--- src/rtl/hud_pkg.sv ---
// hud_pkg: shared HUD overlay definitions.
//   - palette colours for sprite codes 1..7 (0 is transparent, 8..15 reserved)
//   - count FSM state encoding
//   - sprite code width
package hud_pkg;

  localparam int ICON_CODE_W = 4;

  localparam logic [23:0] BLACK       = 24'h000000;
  localparam logic [23:0] WHITE       = 24'hFFFFFF;
  localparam logic [23:0] RED         = 24'hFF0000;
  localparam logic [23:0] GREY        = 24'h808080;
  localparam logic [23:0] BODY_YELLOW = 24'hFFD800;
  localparam logic [23:0] ORANGE      = 24'hFF8000;
  localparam logic [23:0] DARK_GREY   = 24'h404040;

  typedef enum logic {
    IDLE  = 1'b0,
    BLINK = 1'b1
  } state_e;

  // Every code decodes; transparent and reserved codes give black so the
  // mux never sees stale colour.
  function automatic logic [23:0] palette(input logic [ICON_CODE_W-1:0] code);
    case (code)
      4'd1:    palette = BLACK;
      4'd2:    palette = WHITE;
      4'd3:    palette = RED;
      4'd4:    palette = GREY;
      4'd5:    palette = BODY_YELLOW;
      4'd6:    palette = ORANGE;
      4'd7:    palette = DARK_GREY;
      default: palette = 24'h000000;
    endcase
  endfunction

endpackage

--- src/rtl/icon_rom.sv ---
// icon_rom: synchronous single-port sprite ROM, one-cycle read latency.
//   clk    : pixel clock
//   i_addr : {row, col} address, row in the upper bits
//   o_data : 4-bit sprite code, valid the cycle after i_addr
// Contents are a fixed diagonal test sprite, code = row ^ col (truncated to
// the code width), held as logic so the block carries no file dependency.
// The pattern exercises transparent (0), palette (1..7) and reserved
// (8..15) codes.
module icon_rom
  import hud_pkg::*;
#(
  parameter int ADDR_W = 8,
  parameter int COL_W  = 4
) (
  input  logic                   clk,
  input  logic [ADDR_W-1:0]      i_addr,
  output logic [ICON_CODE_W-1:0] o_data
);

  logic [ICON_CODE_W-1:0] w_code;
  logic [ICON_CODE_W-1:0] r_data;

  assign w_code = ICON_CODE_W'(i_addr[COL_W-1:0]) ^ ICON_CODE_W'(i_addr >> COL_W);

  always_ff @(posedge clk) r_data <= w_code;

  assign o_data = r_data;

endmodule

--- src/rtl/icon_row_show.sv ---
// icon_row_show: HUD icon-row renderer for the VGA overlay path.
//   clk, rst_n        : pixel clock, async active-low reset
//   frame_start       : one-cycle pulse per frame; the only time count state moves
//   current_pixel_x/y : scan position (10-bit)
//   icon_count        : requested icon count, clamped to MAX_COUNT
//   icon_pixel        : RGB888, 2 cycles after x/y
//   icon_pixel_valid  : pixel is opaque icon content
//   blink_active      : removed icons are blinking
module icon_row_show
  import hud_pkg::*;
#(
  parameter int ICON_W_LOG2   = 4,
  parameter int ICON_H        = 16,
  parameter int SLOT_SHIFT    = 4,
  parameter int MAX_COUNT     = 8,
  parameter int ORIGIN_X      = 0,
  parameter int ORIGIN_Y      = 460,
  parameter int FLIP_Y        = 1,
  parameter int BLINK_PERIOD  = 8,
  parameter int BLINK_TOGGLES = 6
) (
  input  logic        clk,
  input  logic        rst_n,
  input  logic        frame_start,
  input  logic [9:0]  current_pixel_x,
  input  logic [9:0]  current_pixel_y,
  input  logic [3:0]  icon_count,
  output logic [23:0] icon_pixel,
  output logic        icon_pixel_valid,
  output logic        blink_active
);

  localparam int ROW_W  = (ICON_H > 1) ? $clog2(ICON_H) : 1;
  localparam int ADDR_W = ICON_W_LOG2 + ROW_W;

  // ---------------- count FSM ----------------
  state_e     r_state, w_state_nx;
  logic [3:0] r_shown, w_shown_nx;
  logic [3:0] r_lo, w_lo_nx;
  logic [3:0] r_hi, w_hi_nx;
  logic       r_phase, w_phase_nx;
  logic [7:0] r_fcnt, w_fcnt_nx;
  logic [7:0] r_tog, w_tog_nx;
  logic [3:0] w_cnt;

  assign w_cnt = (icon_count > 4'(MAX_COUNT)) ? 4'(MAX_COUNT) : icon_count;

  always_ff @(posedge clk or negedge rst_n) begin
    if (!rst_n) begin
      r_state <= IDLE;
      r_shown <= '0;
      r_lo    <= '0;
      r_hi    <= '0;
      r_phase <= 1'b1;
      r_fcnt  <= '0;
      r_tog   <= '0;
    end else begin
      r_state <= w_state_nx;
      r_shown <= w_shown_nx;
      r_lo    <= w_lo_nx;
      r_hi    <= w_hi_nx;
      r_phase <= w_phase_nx;
      r_fcnt  <= w_fcnt_nx;
      r_tog   <= w_tog_nx;
    end
  end

  always_comb begin
    w_state_nx = r_state;
    w_shown_nx = r_shown;
    w_lo_nx    = r_lo;
    w_hi_nx    = r_hi;
    w_phase_nx = r_phase;
    w_fcnt_nx  = r_fcnt;
    w_tog_nx   = r_tog;
    if (frame_start) begin
      case (r_state)
        IDLE: begin
          if (w_cnt < r_shown) begin
            w_lo_nx    = w_cnt;
            w_hi_nx    = r_shown;
            w_phase_nx = 1'b1;
            w_fcnt_nx  = '0;
            w_tog_nx   = '0;
            w_state_nx = BLINK;
          end else begin
            w_shown_nx = w_cnt;
          end
        end
        BLINK: begin
          // A count change overrides the running blink: a further drop
          // restarts it with the wider range, a rise cancels it outright.
          if (w_cnt < r_lo) begin
            w_lo_nx    = w_cnt;
            w_phase_nx = 1'b1;
            w_fcnt_nx  = '0;
            w_tog_nx   = '0;
          end else if (w_cnt > r_lo) begin
            w_shown_nx = w_cnt;
            w_state_nx = IDLE;
          end else if (r_fcnt == 8'(BLINK_PERIOD - 1)) begin
            w_fcnt_nx  = '0;
            w_phase_nx = ~r_phase;
            w_tog_nx   = r_tog + 8'd1;
            if (r_tog == 8'(BLINK_TOGGLES - 1)) begin
              w_shown_nx = r_lo;
              w_state_nx = IDLE;
            end
          end else begin
            w_fcnt_nx = r_fcnt + 8'd1;
          end
        end
        default: w_state_nx = IDLE;
      endcase
    end
  end

  assign blink_active = (r_state == BLINK);

  // ---------------- stage 0: hit test and ROM address ----------------
  logic [10:0]             w_dx, w_dy;
  logic                    w_x_ok, w_y_ok, w_col_ok, w_slot_ok, w_hit;
  logic [ICON_W_LOG2-1:0]  w_col;
  logic [ROW_W-1:0]        w_r, w_row;
  logic [9:0]              w_slot;
  logic [3:0]              w_vis_n;
  logic [ADDR_W-1:0]       w_addr;

  // 11-bit differences: the top bit flags a position left of / above origin.
  assign w_dx   = {1'b0, current_pixel_x} - 11'(ORIGIN_X);
  assign w_dy   = {1'b0, current_pixel_y} - 11'(ORIGIN_Y);
  assign w_x_ok = ~w_dx[10];
  assign w_y_ok = ~w_dy[10] && (w_dy[9:0] < 10'(ICON_H));
  assign w_col  = w_dx[ICON_W_LOG2-1:0];
  assign w_slot = 10'(w_dx[9:SLOT_SHIFT]);

  generate
    if (SLOT_SHIFT > ICON_W_LOG2) begin : g_gap
      assign w_col_ok = ~|w_dx[SLOT_SHIFT-1:ICON_W_LOG2];
    end else begin : g_nogap
      assign w_col_ok = 1'b1;
    end
  endgenerate

  // Visible slots always form a prefix: a blinking range shows as hi
  // during the on phase and lo during the off phase.
  assign w_vis_n   = (r_state == BLINK) ? (r_phase ? r_hi : r_lo) : r_shown;
  assign w_slot_ok = (w_slot < 10'(w_vis_n));
  assign w_hit     = w_x_ok && w_col_ok && w_y_ok && w_slot_ok;

  assign w_r   = w_dy[ROW_W-1:0];
  assign w_row = (FLIP_Y != 0) ? (ROW_W'(ICON_H - 1) - w_r) : w_r;
  assign w_addr = w_hit ? {w_row, w_col} : '0;

  // ---------------- stage 1: ROM read, hit travels alongside ----------------
  logic [ICON_CODE_W-1:0] w_code;
  logic                   r_hit_d;

  icon_rom #(
    .ADDR_W (ADDR_W),
    .COL_W  (ICON_W_LOG2)
  ) u_rom (
    .clk    (clk),
    .i_addr (w_addr),
    .o_data (w_code)
  );

  always_ff @(posedge clk or negedge rst_n) begin
    if (!rst_n) r_hit_d <= 1'b0;
    else        r_hit_d <= w_hit;
  end

  // ---------------- stage 2: palette and output register ----------------
  logic        w_opaque;
  logic        r_pix_vld;
  logic [23:0] r_pix;

  assign w_opaque = r_hit_d && (w_code != '0) && (w_code <= ICON_CODE_W'(7));

  always_ff @(posedge clk or negedge rst_n) begin
    if (!rst_n) begin
      r_pix_vld <= 1'b0;
      r_pix     <= '0;
    end else begin
      r_pix_vld <= w_opaque;
      r_pix     <= w_opaque ? palette(w_code) : 24'h000000;
    end
  end

  assign icon_pixel       = r_pix;
  assign icon_pixel_valid = r_pix_vld;

endmodule

--- config.mk ---
export PLATFORM = sky130hd
export DESIGN_NAME = icon_row_show
export DESIGN_NICKNAME = d
export VERILOG_FILES = /design/src/rtl/hud_pkg.sv /design/src/rtl/icon_rom.sv /design/src/rtl/icon_row_show.sv
export SDC_FILE = /design/constraint.sdc
export NUM_CORES = 1
export LEC_CHECK = 0
export BUFFER_PORTS_ARGS = -buffer_cell sky130_fd_sc_hd__buf_2
export CORE_UTILIZATION = 59
export DETAILED_ROUTE_END_ITERATION = 12
export PLACE_DENSITY = 0.88
export SLEW_MARGIN = 20
export SYNTH_ARGS = -nofsm -noshare
export SYNTH_HDL_FRONTEND = slang
export SYNTH_HIERARCHICAL = 1
export SYNTH_SLANG_ARGS = --single-unit
--- constraint.sdc ---
create_clock -name clk -period 3.93 [get_ports clk]
set_clock_uncertainty 0.2 [all_clocks]
set_input_delay 1.179 -clock clk [delete_from_list [all_inputs] [get_ports clk]]
set_output_delay 1.179 -clock clk [all_outputs]
set_load 0.05 [all_outputs]
==> results.yml <==
run_status:
  run_status: "complete, no violations"
synthesis:
  synthSimpleGateAreaFrac_pct: 17.2
  yosys-mux-area-fraction_pct: 7.99
  synth.avg_cell_area_um2: 9.75
  synth_fa_ha_area_share_pct: 6.58
  syn-num-nets: 314
  asyncSetResetFlopFracSynth_pct: 91.1
  library_cell_with_the_highest_instance_count_after_synthesis: "sky130_fd_sc_hd__dfrtp_1"
  largest_family_of_logic_cells_by_synthesized_area: "simple AND/OR/NAND/NOR gates"
  ys_warn_count: 6
  ys_seq_elements: 45
  synth.largest_area_cell: "sky130_fd_sc_hd__dfrtp_1"
  yosys.area_share.xor_xnor_pct: 2.30
  syn_inst: 273
  fraction_of_post_synthesis_cell_area_in_the_top_cell_type_by_area_pct: 37.6
  yosys.cell_types.count: 54
  synth_sequential_area_ratio_pct: 41.6
  yosys_most_used_dff: "sky130_fd_sc_hd__dfrtp_1"
  post_synth_instance_area_mm2: 0.00266
  synthTopCellsByArea: "sky130_fd_sc_hd__dfrtp_1 (38%), sky130_fd_sc_hd__ha_1 (6.6%), sky130_fd_sc_hd__buf_4 (4.2%)"
  synth_compound_gate_area_share_pct: 16.2
  synth.cells.most_frequent: "sky130_fd_sc_hd__dfrtp_1 (40), sky130_fd_sc_hd__nor2_1 (24), sky130_fd_sc_hd__inv_1 (16)"
  number_of_enable_type_register_cells_in_the_synthesized_netlist: 0
routing:
  drt_drc_violations_left: 0
  drt_iter0_markers: 167
  drt_first_pass_iters: 4
  num_vias: 2140
  via_per_inst: 5.90
  drt.antenna.violating_nets: 0
  totalWireLength_mm: 5.39
  wire_per_inst_um: 14.9
pwr:
  max-vdd-ir-drop_mv: 0.362
  p_leak_nw: 1.48
  powerDensity_mw_per_mm2: 545
critical_path:
  reg2reg_to: "u_rom/o_data[1]$_DFF_P_"
  cp-end-kind: "flip-flop"
  path_max_fanout: 8
  worstPathBufferInverterCount: 1
  cpLargestDelayFamily: "compound AO/OA/AOI/OAI gates"
  regToRegStartpoint: "blink_active$_DFFE_PN0P_"
  r2r.worst_path.cells: 9
  worst-r2r-setup-slack_ps: 1210
  crit_path_launch_type: "input pin"
  crit_path_max_incr_delay_ps: 430
  worstPathArrival_ps: 3200
  crit_required_ps: 3930
  critical-path-slowest-cell: "sky130_fd_sc_hd__o21ai_1"
  criticalPathCategory: "in -> reg"
  cp_cell_sequence: "buf_2, nor2b_1, ha_1, o21ai_0, a21oi_2, o21ai_1, nand2_1, mux2_2"
clocking:
  postCtsSetupBuffers: 0
  cts_inserted_buffers: 5
  cts_sinks: 45
  clock_tree_from_tritoncts: "yes"
  post_cts_hold_buffer_count: 0
  worstSkewPairLatency_ps: 300
  post_cts_resize_count: 0
  cts_root_buf: "sky130_fd_sc_hd__clkbuf_8"
  htree_num_levels: 2
  path_clk_slew_ps: 90
  clockBufferDepth: 2
floorplan:
  die_width_um: 69.2
  placementRows: 24
  initial_utilization_pct: 61.1
  die_height_um: 69.2
  design.die.area_mm2: 0.00478
  core_area_mm2: 0.00435
  top_level_ports: 53
place:
  gpl_congestion: 0.849
  hpwlAfterDp_mm: 4.01
  placed_area_mm2: 0.00285
  quantity_of_i_o_buffers_inserted_on_ports: 52
  dp_cells: 355
layout:
  layout_cell_share_with_drive_strength_beyond_1_pct: 26.4
  n_antenna_cell: 0
  post_layout_nonfiller_instances: 363
  final_design_area_no_fill_mm2: 0.00294
  syn2layout_area_growth_pct: 10.3
  filler_cell_count: 349
  finalNetCount: 351
timing:
  rsz0062_at_grt: "false"
  worst_pin_slew_ps: 908
  achievable_clock_frequency_mhz: 313
  setup-tns-final_ps: 0
  setup_violations: 0
  slew_violations: 0
  slew-limit-headroom_pct: 39.5
  final_hold_viol_count: 0
  fin_crit_ps: 3200
  timing.final.crit_share_pct: 81.4
grt:
  global_route.usage.total_pct: 24.4
  grt_pass1_vias: 2104
  grt_max_degree: 42
  grt_pass1_wl_mm: 9.32
  grt.overflow.total: 0
  antenna_found_initial: 0
worst_hold_path:
  hold_path_class: "reg -> reg"
  hp-start: "r_hi[3]$_DFFE_PN0P_"
  holdPathEnd: "r_hi[3]$_DFFE_PN0P_"
  whs_path_depth: 1
flow_run:
  drv.max_cap_violation_count: 0
==> cell usage in the layout, fill, tap and decap left out, types with 7 or more instances in the layout <==
cell and count:
sky130_fd_sc_hd__dfrtp_1 40, sky130_fd_sc_hd__mux2i_1 10, sky130_fd_sc_hd__nor2_1 24, sky130_fd_sc_hd__mux2_2 10, sky130_fd_sc_hd__buf_2 52, sky130_fd_sc_hd__nand2_1 12
sky130_fd_sc_hd__nand3_1 8, sky130_fd_sc_hd__ha_1 14, sky130_fd_sc_hd__o21ai_0 12, sky130_fd_sc_hd__inv_1 16, sky130_fd_sc_hd__a21oi_1 15, sky130_fd_sc_hd__and2_1 7
==> per-layer routing <==
metal / track usage, % / vias to the layer above / routed length [um]
li1: - / 1027 / -
met1: 29.9 / 1030 / 2240
met2: 41.9 / 72 / 2770
met3: 4.82 / 11 / 274
met4: 10.4 / 0 / 110
met5: 0 / - / 0
==> worst max path at each step <==
stage                  startpoint                endpoint  slack, ps  depth (start not counted)
finish              icon_count[3]     r_lo[2]$_DFFE_PN0P_        730                          8
global route        icon_count[3]     r_lo[3]$_DFFE_PN0P_        590                          8
CTS                 icon_count[3]     r_lo[2]$_DFFE_PN0P_        740                          8
detailed placement  icon_count[3]     r_lo[2]$_DFFE_PN0P_        460                          8
global placement    icon_count[3]     r_lo[2]$_DFFE_PN0P_        530                          8
floorplan           icon_count[2]  r_shown[0]$_DFFE_PN0P_        640                          7
==> flip-flops by register name, summed over array words and instances (netlist names) <==
name              flops
r_shown               4
blink_active          1
icon_pixel_valid      1
r_lo                  4
r_hit_d               1
r_phase               1
r_fcnt                8
u_rom/o_data          4
r_tog                 8
r_hi                  4
icon_pixel            9
==> kinds of logic (layout without fill, tap and decap cells) <==
family                   count (synthesis)  after routing
adder cells (fa/ha/maj)                 14             14
multiplexers                            20             20
flip-flops                              45             45
AND/OR/NAND/NOR                         87             87
XOR/XNOR                                 7              7
AO/OA/AOI/OAI                           60             60
buffers and inverters                   40             78
==> metrics by stage <==
step	total power [mW]	setup slack, ps	utilization [%]	hold slack, ps
after floorplan	1.13	637	-	271
after global placement	1.27	530	65.3	290
after detailed placement	1.30	460	65.3	305
after CTS	1.60	744	67.4	318
after global routing	1.71	591	67.4	341
final	1.60	731	67.4	320
==> report_power, final <==
group	total [mW]	switching [mW]	internal, mW
combinational	0.684	0.389	0.295
sequential	0.620	0.0821	0.538
clock	0.297	0.170	0.126
==> layout make-up <==
| type | instances | area [um2] | area share (%) |
|---|---|---|---|
| clock inverter | 3 | 21.3 | 0.725 |
| clock buffer | 5 | 68.8 | 2.34 |
| multi-input combinational | 188 | 1340 | 45.6 |
| sequential | 45 | 1110 | 37.7 |
| timing repair buffer | 54 | 275 | 9.38 |
| tap | 52 | 65.1 | 2.22 |
| inverter | 16 | 60.1 | 2.05 |
Power figures use the tool's default switching activity.
